[src/rtl/traffic_pkg.sv]
// Shared types and constants for the two-road intersection sequencer.
package traffic_pkg;

  typedef enum logic [2:0] {
    MAIN_GREEN  = 3'd0,
    MAIN_YELLOW = 3'd1,
    ALL_RED_1   = 3'd2,
    SIDE_GREEN  = 3'd3,
    SIDE_YELLOW = 3'd4,
    ALL_RED_2   = 3'd5,
    FLASH       = 3'd6
  } state_t;

  localparam logic [2:0] LIGHT_R   = 3'b100;
  localparam logic [2:0] LIGHT_Y   = 3'b010;
  localparam logic [2:0] LIGHT_G   = 3'b001;
  localparam logic [2:0] LIGHT_OFF = 3'b000;

  function automatic int unsigned max_of(input int unsigned a, input int unsigned b);
    return (a > b) ? a : b;
  endfunction

endpackage

[src/rtl/phase_timer.sv]
// Elapsed-cycle counter for the current phase: clear wins, hold freezes the count.
module phase_timer #(
  parameter int unsigned W = 4
) (
  input  logic         clk,
  input  logic         reset,
  input  logic         clear,
  input  logic         hold,
  output logic [W-1:0] elapsed
);

  always_ff @(posedge clk) begin
    if (!reset) begin
      elapsed <= '0;
    end else if (clear) begin
      elapsed <= '0;
    end else if (!hold) begin
      elapsed <= elapsed + 1'b1;
    end
  end

endmodule

[src/rtl/traffic_controller.sv]
// Intersection phase sequencer: one shared phase timer, Moore light decode,
// pedestrian request latch and night flash mode.
module traffic_controller
  import traffic_pkg::*;
#(
  parameter int unsigned T_MIN_GREEN  = 8,
  parameter int unsigned T_YELLOW     = 3,
  parameter int unsigned T_ALL_RED    = 2,
  parameter int unsigned T_SIDE_GREEN = 6,
  parameter int unsigned T_FLASH      = 4
) (
  input  logic       clk,
  input  logic       reset,
  input  logic       side_car,
  input  logic       ped_btn,
  input  logic       flash,
  output logic [2:0] main_light,
  output logic [2:0] side_light,
  output logic       walk,
  output logic       ped_pending
);

  localparam int unsigned T_MAX = max_of(max_of(max_of(T_MIN_GREEN, T_YELLOW),
                                                max_of(T_ALL_RED, T_SIDE_GREEN)), T_FLASH);
  localparam int unsigned W = $clog2(T_MAX + 1);

  localparam logic [W-1:0] E_MIN_GREEN  = W'(T_MIN_GREEN - 1);
  localparam logic [W-1:0] E_YELLOW     = W'(T_YELLOW - 1);
  localparam logic [W-1:0] E_ALL_RED    = W'(T_ALL_RED - 1);
  localparam logic [W-1:0] E_SIDE_GREEN = W'(T_SIDE_GREEN - 1);
  localparam logic [W-1:0] E_FLASH      = W'(T_FLASH - 1);

  state_t         state;
  state_t         state_next;
  logic [W-1:0]   elapsed;
  logic           clear;
  logic           hold;
  logic           entering;
  logic           blink_wrap;
  logic           walk_sel;
  logic           blink;
  logic           req;

  phase_timer #(.W(W)) u_timer (
    .clk     (clk),
    .reset   (reset),
    .clear   (clear),
    .hold    (hold),
    .elapsed (elapsed)
  );

  assign req = side_car | ped_pending | flash;

  always_comb begin
    state_next = state;
    hold       = 1'b0;
    case (state)
      MAIN_GREEN: begin
        // Timer saturates at the minimum so an idle main green never wraps.
        if (elapsed == E_MIN_GREEN) begin
          if (req) state_next = MAIN_YELLOW;
          else     hold       = 1'b1;
        end
      end
      MAIN_YELLOW: if (elapsed == E_YELLOW)     state_next = ALL_RED_1;
      ALL_RED_1:   if (elapsed == E_ALL_RED)    state_next = flash ? FLASH : SIDE_GREEN;
      SIDE_GREEN:  if (elapsed == E_SIDE_GREEN) state_next = SIDE_YELLOW;
      SIDE_YELLOW: if (elapsed == E_YELLOW)     state_next = ALL_RED_2;
      ALL_RED_2:   if (elapsed == E_ALL_RED)    state_next = flash ? FLASH : MAIN_GREEN;
      FLASH:       if (!flash)                  state_next = ALL_RED_2;
      default:                                  state_next = ALL_RED_2;
    endcase
  end

  assign entering   = (state_next != state);
  assign blink_wrap = (state == FLASH) && (elapsed == E_FLASH);
  assign clear      = entering | blink_wrap;

  always_ff @(posedge clk) begin
    if (!reset) begin
      state       <= ALL_RED_2;
      ped_pending <= 1'b0;
      walk_sel    <= 1'b0;
      blink       <= 1'b0;
    end else begin
      state <= state_next;
      // Entry into side green serves the latched request; later presses re-arm it.
      if (entering && state_next == SIDE_GREEN) begin
        walk_sel    <= ped_pending;
        ped_pending <= 1'b0;
      end else if (ped_btn) begin
        ped_pending <= 1'b1;
      end
      if (entering && state_next == FLASH) begin
        blink <= 1'b1;
      end else if (blink_wrap) begin
        blink <= ~blink;
      end
    end
  end

  always_comb begin
    main_light = LIGHT_R;
    side_light = LIGHT_R;
    case (state)
      MAIN_GREEN:  main_light = LIGHT_G;
      MAIN_YELLOW: main_light = LIGHT_Y;
      SIDE_GREEN:  side_light = LIGHT_G;
      SIDE_YELLOW: side_light = LIGHT_Y;
      FLASH: begin
        main_light = {1'b0, blink, 1'b0};
        side_light = {blink, 2'b00};
      end
      default: begin
        main_light = LIGHT_R;
        side_light = LIGHT_R;
      end
    endcase
  end

  assign walk = (state == SIDE_GREEN) && walk_sel;

endmodule
[config.mk]
export PLATFORM = sky130hd
export DESIGN_NAME = traffic_controller
export DESIGN_NICKNAME = d
export VERILOG_FILES = /design/src/rtl/traffic_pkg.sv /design/src/rtl/phase_timer.sv /design/src/rtl/traffic_controller.sv
export SDC_FILE = /design/constraint.sdc
export NUM_CORES = 1
export LEC_CHECK = 0
export BUFFER_PORTS_ARGS = -buffer_cell sky130_fd_sc_hd__buf_4
export CORE_MARGIN = 3
export CORE_UTILIZATION = 45
export DETAILED_ROUTE_END_ITERATION = 16
export PLACE_DENSITY_LB_ADDON = 0.12
export SETUP_SLACK_MARGIN = 0.2
export SLEW_MARGIN = 10
export SYNTH_ARGS = -nofsm -noshare
export SYNTH_HDL_FRONTEND = slang
export SYNTH_SLANG_ARGS = --single-unit
[constraint.sdc]
create_clock -name clk -period 1.97 [get_ports clk]
set_input_delay 0.2955 -clock clk [delete_from_list [all_inputs] [get_ports clk]]
set_output_delay 0.2955 -clock clk [all_outputs]
set_load 0.01 [all_outputs]
* Word level (Yosys, flattened, before mapping)
Index checks and enable logic that the tools add are counted.
** Word-level totals
- Register bits :: 10
- Input port bits :: 5
- Output and inout port bits :: 8
- Logic and storage cells :: 51
** Operators by class
- Equality and inequality tests :: 14
- $add $sub $neg :: 1
- Bitwise gates (word level) :: 5
- Reduce and logical (&&, ||, !) cells :: 8
- Mux-type cells :: 18
** Operators by type and width (number)
- $mux W3 :: 10
- $pmux W3 S7 :: 1
- $pmux W3 S3 :: 2
- $eq A3 B3 Y1 const B :: 4
- $eq A3 B2 Y1 const B :: 3
- $eq A4 B2 Y1 const B :: 2
- $eq A4 B3 Y1 const B :: 2
- $mux W1 :: 5
- $add A4 B1 Y4 const B :: 1
- $eq A4 B1 Y1 const B :: 1
- $logic_and A1 B1 Y1 :: 4
- $reduce_or A2 Y1 :: 2
- $eq A3 B1 Y1 const B :: 1
- $logic_not A3 Y1 :: 1
- $ne A3 B3 Y1 :: 1
- $or A1 B1 Y1 :: 3
- $not A1 Y1 :: 2
- $reduce_bool A2 Y1 :: 1

* Longest topological paths before layout
Gate-level depths: netlist (run 1).
- Depth in word-level cells :: 8
- Depth in mapped cells :: 7
- Gate-level depth less buffers :: 7

* By module
Synthesis (run 1) repeated with hierarchy kept, for this count alone.
** Second synthesis, totals
- Cells, all modules :: 91
- Area, all modules :: 699.4 um2
** By module, submodules not included
- traffic_controller :: cells each 75, instances 1, sequential area each 120.1 um2, area an instance 534.3 um2
- phase_timer :: cells each 16, instances 1, sequential area each 80.1 um2, area an instance 165.2 um2

* Least setup slack after synthesis (run 1)
No wires, ideal clock.
- Path kind :: reg-to-reg
- From :: register u_timer.elapsed[1]
- To :: register u_timer.elapsed[0]
- Data required time :: 1.884 ns
- Arrival time :: 1.701 ns
- Library setup time :: 0.086 ns
- Path buffers :: 0
- Clock period less this slack :: 1.786 ns
- Slack :: 0.184 ns
- Cell stages (with the launch flop) :: 8
- Cell sequence :: dfxtp_1 > inv_1 > ha_1 > nor4b_2 > a221oi_2 > a31oi_1 > or3_4 > a211oi_1
** Between the ends
- Cells in the longest elaborated chain, start to end :: 6
** RTL lines
- start: declaration :: line phase_timer.sv:9 : output logic [W-1:0] elapsed
- start signal: assignment :: line phase_timer.sv:18 : elapsed <= elapsed + 1'b1;
- $eq A4 B1 Y1 (tied with other cells) :: line traffic_controller.sv:66, traffic_controller.sv:69
- $mux W3 (tied with other cells) :: line traffic_controller.sv:69 : ALL_RED_2: if (elapsed == E_ALL_RED) state_next = flash ? FLASH : MAIN_GREEN;
- $pmux W3 S7 :: line traffic_controller.sv:57 : case (state)
- $ne A3 B3 Y1 :: line traffic_controller.sv:75 : assign entering = (state_next != state);
- $or A1 B1 Y1 :: line traffic_controller.sv:77 : assign clear = entering | blink_wrap;
- $reduce_or A2 Y1 (no source line)
Parallel ways exist; a longest one is shown, timed or not.
A chain may end at the register's enable or synchronous reset.

* Final worst setup path (run 1)
- From :: register u_timer.elapsed[0]
- To :: register u_timer.elapsed[3]
The elaborated chain is that of the path after synthesis.

==> results of run 1 <==
==> cells in the mapped netlist (2+ instances only) <==
master,n
mux2i_1,2
nor2_1,7
a31oi_1,2
nor3_1,2
a21boi_0,2
nand3b_1,2
xor2_1,2
and2_1,2
nor3b_1,2
buf_2,3
ha_1,3
nand4_1,4
dfxtp_1,10
a211oi_1,5
nand2_1,10
a21oi_1,2
nor2b_1,5
nand3_1,3
o21ai_0,5
inv_1,3
==> metal layers <==
metal | global-route usage | vias to the layer above | share of wire
met2 | 0.297 | 26 | 0.47
li1 | - | 396 | -
met1 | 0.279 | 388 | 0.45
met3 | 0.0414 | 6 | 0.060
met4 | 0.108 | 0 | 0.025
met5 | 0 | - | 0
==> logic make-up after synthesis <==
family / after synthesis
buffers and inverters: 8
XOR/XNOR: 3
adder cells (fa/ha/maj): 3
AO/OA/AOI/OAI: 25
multiplexers: 3
flip-flops: 10
AND/OR/NAND/NOR: 45
==> area by class of cell <==
| cell class | count | area [um2] | area share |
|---|---|---|---|
| multi-input combinational | 79 | 608 | 0.591 |
| sequential | 10 | 209 | 0.203 |
| timing repair buffer | 21 | 158 | 0.153 |
| clock buffer | 3 | 22.5 | 0.0219 |
| tap | 16 | 20.0 | 0.0195 |
| inverter | 3 | 11.3 | 0.0109 |
==> worst reg2reg max path, cell delays in order (launching register included) <==
cell	delay, ns
dfxtp_4	0.37
inv_2	0.03
ha_2	0.19
mux2_2	0.26
a21o_1	0.19
a31oi_2	0.24
o21ai_2	0.15
a211oi_2	0.23
==> state kept, by name (all words and copies together), names as in the netlist <==
name             flops
u_timer.elapsed      4
walk_sel             1
state                3
blink                1
ped_pending          1
==> how the worst min path moves through the flow <==
stage,end,depth (start not counted)
6_report,state[2],2
4_1_cts,state[2],2
3_5_place_dp,state[0],2
3_3_place_gp,walk_sel,2
2_1_floorplan,state[0],1
5_1_grt,state[2],2
==> power by group through the flow <==
stage | Combinational (mW) | Clock [mW] | Sequential [mW]
5_1_grt | 0.855 | 0.150 | 0.368
6_report | 0.778 | 0.137 | 0.358
4_1_cts | 0.748 | 0.140 | 0.352
3_5_place_dp | 0.611 | 0 | 0.345
2_1_floorplan | 0.451 | 0 | 0.308
3_3_place_gp | 0.607 | 0 | 0.342
==> repair_timing <==
| item | 4_1_cts | 5_1_grt |
|---|---|---|
| endpoints found under the setup margin | 5 | 7 |
| resized for setup | 17 | 5 |
| pin swaps | 7 | 5 |
| setup buffers | 4 | 2 |
==> results.cfg, run 1 <==
[logic_synthesis]
synth_area_um2 = 781
ys_seq_area_frac = 0.256
synthArstFlopShare = 0
synthDistinctLibCells = 41
synthXorXnorAreaFrac = 0.0337
synthAdderAreaFrac = 0.0481
synth_top_area_frac = 0.256
synth_cells = 97
synth_top_family_by_area = simple AND/OR/NAND/NOR gates
synth_edf_count = 0
yosys_warnings = 0
synth_mux_area_frac = 0.0401
synth-seq-cells = 10
synthTopCellsByArea = dfxtp_1 (26%), a211oi_1 (4.8%), ha_1 (4.8%)
yosysTopAreaCell = dfxtp_1
synth_area_per_cell_um2 = 8.05
synthesis.nets = 105
synth_simple_gate_area_frac = 0.338
synth_flop_cell = dfxtp_1
synth_compound_area_frac = 0.226

[cts]
clock_latency_ns = 0.26
h-tree-depth = 1
cts_buffers = 3
cts.clk_slew.worst_paths_ns = 0.06
cts.sinks = 10
cts_tree = built
cts-root-buf = clkbuf_4
clock_path_buffers = 2
cts-hold-fix-buffers = 0

[final_layout]
n_fill_cell = 139
syn2layout_area_growth_pct = 31.7
final_core_util = 0.652
antennaDiodeCount = 0
fin_nets = 126
final_common_cell = buf_4
instances_no_fill = 132
layout_common_cells = buf_4 (21), nand2_1 (10), nor2_1 (7)
drive_above_1_share = 0.414
final_cell_area_um2 = 1030

[sta]
rsz0062_at_grt = yes
setup_tns_ns = 0
fin_crit_ns = 1.73
skew_ns = 0.00261
slew_viol_final = 0
setup_viol = 0
fmax_mhz = 576
max_slew_margin = 0.731
fin_hold_ws_ns = 0.240
finalHoldViolations = 0
tightest_slew_ns = 0.402
fin_ws_ns = 0.235
post-route-period-util = 0.881

[placed_design]
portBuffers = 12
hpwlAfterDp_mm = 1.42
gp_congestion = 0.875
place_inst = 123
pre_cts_ws_ns = 0.0784
placement.cell_area_um2 = 882

[floorplan]
core-area_um2 = 1580
pin_count = 13
fp.dieW_um = 47.7
dieArea_um2 = 2270
initial_core_util = 0.495
chipHeight_um = 47.7
row_count = 14

[worst_setup_path]
crit_cells = 7
r2r_start = u_timer.elapsed[0]
r2r_slack_ns = 0.24
max_stage_delay_ns = 0.37
arrival_ns = 1.92
critPathTopFamily = compound AO/OA/AOI/OAI gates
cp.required_ns = 2.16
crit_fanout = 4
crit_slowest_cell = dfxtp_4
path_class = reg -> reg
path_cells = inv_2 -> ha_2 -> mux2_2 -> a21o_1 -> a31oi_2 -> o21ai_2 -> a211oi_2
critical_path.endpoint = u_timer.elapsed[3]
startpoint_type = flop
cp.buffers_inverters = 1
crit_path_end_kind = flop
cp-startpoint = u_timer.elapsed[0]
rr_worst_depth = 7
rr_endpoint = u_timer.elapsed[3]

[power]
finalPower_mw = 1.27
ir_drop_uv = 696
seqPwrFrac = 0.281
clockPowerShare = 0.108
sw_frac_of_total = 0.444
internal_power_mw = 0.708
powerDensity_nw_per_um2 = 1240
comb_power_share = 0.611
switchingPower_mw = 0.565
leakagePower_nw = 0.398

[grt]
grt_max_degree = 17
grt_use_total = 0.203
grt_pass1_vias = 711
grt_pass1_wl_mm = 3.21
overflow = 0
antenna_found_initial = 0

[drt]
viasPerCell = 6.18
ant_nets = 0
post-route-drc-count = 0
wire_per_inst_um = 16.0
drt_iter0_markers = 32
vias = 816
finalWirelength_mm = 2.12
firstDrtPassIters = 4

[hold_path]
hold_start = reset
min-delay-path-class = in -> reg

[run_status]
outcome = complete, no violations

[flow_run]
drv_cap = 0
(Power assumes the default switching activity.)
==> inputs of run 2 (changes only) <==
CORE_ASPECT_RATIO = 0.75   (was unset)
RECOVER_POWER = 100   (was unset)
==> results.cfg, run 2 (synthesis results as in run 1) <==
[sta]
skew_ns = 0.00359
slew_viol_final = 0
setup_viol = 0
max_slew_margin = 0.738
setup_tns_ns = 0
finalHoldViolations = 0
rsz0062_at_grt = yes
post-route-period-util = 0.926
fin_ws_ns = 0.147
fin_hold_ws_ns = 0.231
fmax_mhz = 548
tightest_slew_ns = 0.390
fin_crit_ns = 1.82

[final_layout]
antennaDiodeCount = 0
n_fill_cell = 136
final_common_cell = buf_4
multi_input_comb_area_um2 = 598
syn2layout_area_growth_pct = 30.8
top_regs = u_timer.elapsed x4, state x3
layout_common_cells = buf_4 (16), nand2_1 (10), nor2_1 (7)
seqCellArea_um2 = 211
final_cell_area_um2 = 1020
fin_nets = 125
largest_reg_flops = 4
drive_above_1_share = 0.345
regMostFlops = u_timer.elapsed

[run_status]
outcome = complete, no violations

[hold_path]
min-delay-path-class = in -> reg

[drt]
ant_nets = 0
vias = 838
drt_iter0_markers = 23
drt-met1-wl_um = 944
firstDrtPassIters = 4
wl_met3_um = 152
top_layer = met4
wire_per_inst_um = 15.8
post-route-drc-count = 0
viasPerCell = 6.12
wl_met2_um = 980
finalWirelength_mm = 2.16

[worst_setup_path]
crit_path_end_kind = flop
startpoint_type = flop
r2r_slack_ns = 0.15
cp.required_ns = 2.16
crit_fanout = 4
path_class = reg -> reg
arrival_ns = 2.01

[grt]
grt_pass1_vias = 742
grt_pass1_wl_mm = 3.49
grt_use_total = 0.214
antenna_found_initial = 0
overflow = 0
grt_max_degree = 17

[cts]
cts_tree = built
cts.clk_slew.worst_paths_ns = 0.07
cts_buffers = 3
cts-root-buf = clkbuf_4
clock_latency_ns = 0.28
clock_path_buffers = 2
cts-hold-fix-buffers = 0
h-tree-depth = 1
cts.sinks = 10

[placed_design]
gp_congestion = 0.851
pre_cts_ws_ns = 0.0533
portBuffers = 12
hpwlAfterDp_mm = 1.39
placement.cell_area_um2 = 881

[floorplan]
pin_count = 13
chipHeight_um = 42.1
fp.dieW_um = 54.1
initial_core_util = 0.500
core-area_um2 = 1560
row_count = 12
dieArea_um2 = 2280

[power]
leakagePower_nw = 0.386
powerDensity_nw_per_um2 = 1310
ir_drop_uv = 1220
finalPower_mw = 1.34

[flow_run]
drv_cap = 0
==> run 2: final timing paths <==
kind | to | depth (start not counted) | startpoint
setup / recovery | u_timer.elapsed[0] | 7 | u_timer.elapsed[0]
hold / removal | state[0] | 2 | reset
setup reg to reg | u_timer.elapsed[0] | 7 | u_timer.elapsed[0]
hold reg to reg | walk_sel | 2 | walk_sel
==> run 2: cell type report <==
type / instances / share of cell area
well taps: 21 / 0.0257
multi-input cells: 79 / 0.586
inverters: 3 / 0.0135
clock buffers: 4 / 0.0355
flip-flops and latches: 10 / 0.207
repair buffers: 20 / 0.132
==> run 2: worst max-delay path, cell delays in order, from the launching register on <==
cell and delay (ns):
dfxtp_4 0.38, inv_2 0.05, ha_4 0.16, mux2_2 0.25
a21o_1 0.18, a31oi_1 0.31, o21ai_2 0.16, a211oi_2 0.25
==> run 2: layer usage <==
layer | up-vias | GRT usage
met5 | - | 0
met3 | 11 | 0.0676
met4 | 0 | 0.0995
met2 | 45 | 0.307
met1 | 386 | 0.286
li1 | 396 | -
==> run 2: where the power goes <==
part	leakage (nW)	internal (mW)	total [mW]	switching [mW]
registers	0.0838	0.265	0.385	0.120
clock network	0.0210	0.113	0.197	0.0848
logic	0.281	0.373	0.753	0.380
==> run 2: what timing repair did <==
action / in CTS / in global routing
setup endpoints to repair: 5 / 9
gates resized for setup: 18 / 11
pin swaps: 7 / 4
buffers inserted: 4 / 2
==> run 2: per-stage QoR <==
stage,utilization,instances
after floorplan,-,97
after global placement,0.564,127
after detailed placement,0.564,127
after CTS,0.652,135
after global routing,0.654,137
final,0.654,137
==> inputs of run 3 (changes only) <==
==> constraint.sdc (replaced) <==
create_clock -name clk -period 1.97 [get_ports clk]
set_input_delay 0.394 -clock clk [delete_from_list [all_inputs] [get_ports clk]]
set_output_delay 0.394 -clock clk [all_outputs]
set_load 0.01 [all_outputs]
==> results.cfg, run 3 (synthesis results as in run 1) <==
[floorplan]
pin_count = 13
fp.dieW_um = 54.1
row_count = 12
chipHeight_um = 42.1
initial_core_util = 0.500
core-area_um2 = 1560
dieArea_um2 = 2280

[drt]
vias = 871
viasPerCell = 6.27
finalWirelength_mm = 2.24
wire_per_inst_um = 16.1
post-route-drc-count = 0
ant_nets = 0
drt_iter0_markers = 50
firstDrtPassIters = 4

[final_layout]
syn2layout_area_growth_pct = 32.1
fin_nets = 127
seqCellArea_um2 = 211
final_common_cell = buf_4
instances_no_fill = 139
n_fill_cell = 138
multi_input_comb_area_um2 = 594
antennaDiodeCount = 0
layout_common_cells = buf_4 (14), nand2_1 (10), nor2_1 (7)
final_core_util = 0.660
regMostFlops = u_timer.elapsed
largest_reg_flops = 4
top_regs = u_timer.elapsed x4, state x3
drive_above_1_share = 0.356

[worst_setup_path]
path_class = reg -> reg
crit_slowest_cell = dfxtp_1
crit_fanout = 6
path_cells = clkbuf_4 -> nor2b_1 -> a221oi_2 -> a31oi_2 -> or3_4 -> a211oi_1
max_stage_delay_ns = 0.46
cp.required_ns = 2.15
crit_path_end_kind = flop
startpoint_type = flop
arrival_ns = 1.99

[power]
internal_power_mw = 0.754
switchingPower_mw = 0.594
sw_frac_of_total = 0.441
seqPwrFrac = 0.284
finalPower_mw = 1.35
leakagePower_nw = 0.392
ir_drop_uv = 1190
powerDensity_nw_per_um2 = 1310
clockPowerShare = 0.146
comb_power_share = 0.570

[sta]
rsz0062_at_grt = yes
skew_ns = 0.00393
fin_crit_ns = 1.81
post-route-period-util = 0.917
setup_viol = 0
slew_viol_final = 0
fmax_mhz = 554
max_slew_margin = 0.744
setup_tns_ns = 0
tightest_slew_ns = 0.381
finalHoldViolations = 0

[grt]
antenna_found_initial = 0
grt_use_total = 0.214
grt_pass1_vias = 742
grt_max_degree = 17
grt_pass1_wl_mm = 3.49
overflow = 0

[cts]
cts-hold-fix-buffers = 0
h-tree-depth = 1
cts-root-buf = clkbuf_4
cts.clk_slew.worst_paths_ns = 0.08
cts_tree = built
cts.sinks = 10
clock_path_buffers = 2
clock_latency_ns = 0.28
cts_buffers = 3

[placed_design]
gp_congestion = 0.851
place_inst = 127
portBuffers = 12
hpwlAfterDp_mm = 1.39

[hold_path]
min-delay-path-class = in -> reg

[run_status]
outcome = complete, no violations

[flow_run]
drv_cap = 0
run 3: stage by stage:
stage / cell area, um2 / hold slack, ns / setup WS [ns]
floorplan: 783 / 0.456 / 0.232
global placement: 881 / 0.497 / 0.131
detailed placement: 881 / 0.507 / 0.0533
CTS: 1020 / 0.330 / 0.197
global route: 1030 / 0.325 / 0.0882
finish: 1030 / 0.331 / 0.164
run 3: layer usage:
metal	global-route usage	up-vias	part of all wire
met2	0.307	50	0.45
met5	0	-	0
met3	0.0676	10	0.086
li1	-	404	-
met4	0.0995	0	0.033
met1	0.286	407	0.43
run 3: critical path, delay by kind of cell (launching register included):
kind,cells,cell delay [ns]
buffers and inverters,1,0.19
flip-flops,1,0.46
AND/OR/NAND/NOR,2,0.46
AO/OA/AOI/OAI,3,0.60
run 3: worst paths after layout:
kind,startpoint,to,slack (ns),cells past startpoint
max,state[2],u_timer.elapsed[2],0.16,6
max reg2reg,state[2],u_timer.elapsed[2],0.16,6
min,reset,state[2],0.33,2
min reg2reg,walk_sel,walk_sel,0.52,2
run 3: final cells by class:
cell class / count / share of cell area
multi-input combinational: 79 / 0.576
sequential: 10 / 0.205
timing repair buffer: 22 / 0.147
clock buffer: 4 / 0.0352
tap: 21 / 0.0255
inverter: 3 / 0.0109
run 3: power by group through the flow:
stage / clock [mW] / sequential [mW] / combinational [mW]
2_1_floorplan: 0 / 0.308 / 0.451
3_3_place_gp: 0 / 0.357 / 0.578
3_5_place_dp: 0 / 0.360 / 0.579
4_1_cts: 0.195 / 0.377 / 0.721
5_1_grt: 0.211 / 0.394 / 0.825
6_report: 0.196 / 0.383 / 0.768
run 3: timing repair:
| action | CTS | global route |
|---|---|---|
| gates resized for setup | 19 | 8 |
| pin swaps | 7 | 2 |
| cloned | 0 | 1 |
| hold endpoints to repair | 0 | 0 |
| setup endpoints to repair | 8 | 9 |
| buffers inserted | 4 | 3 |
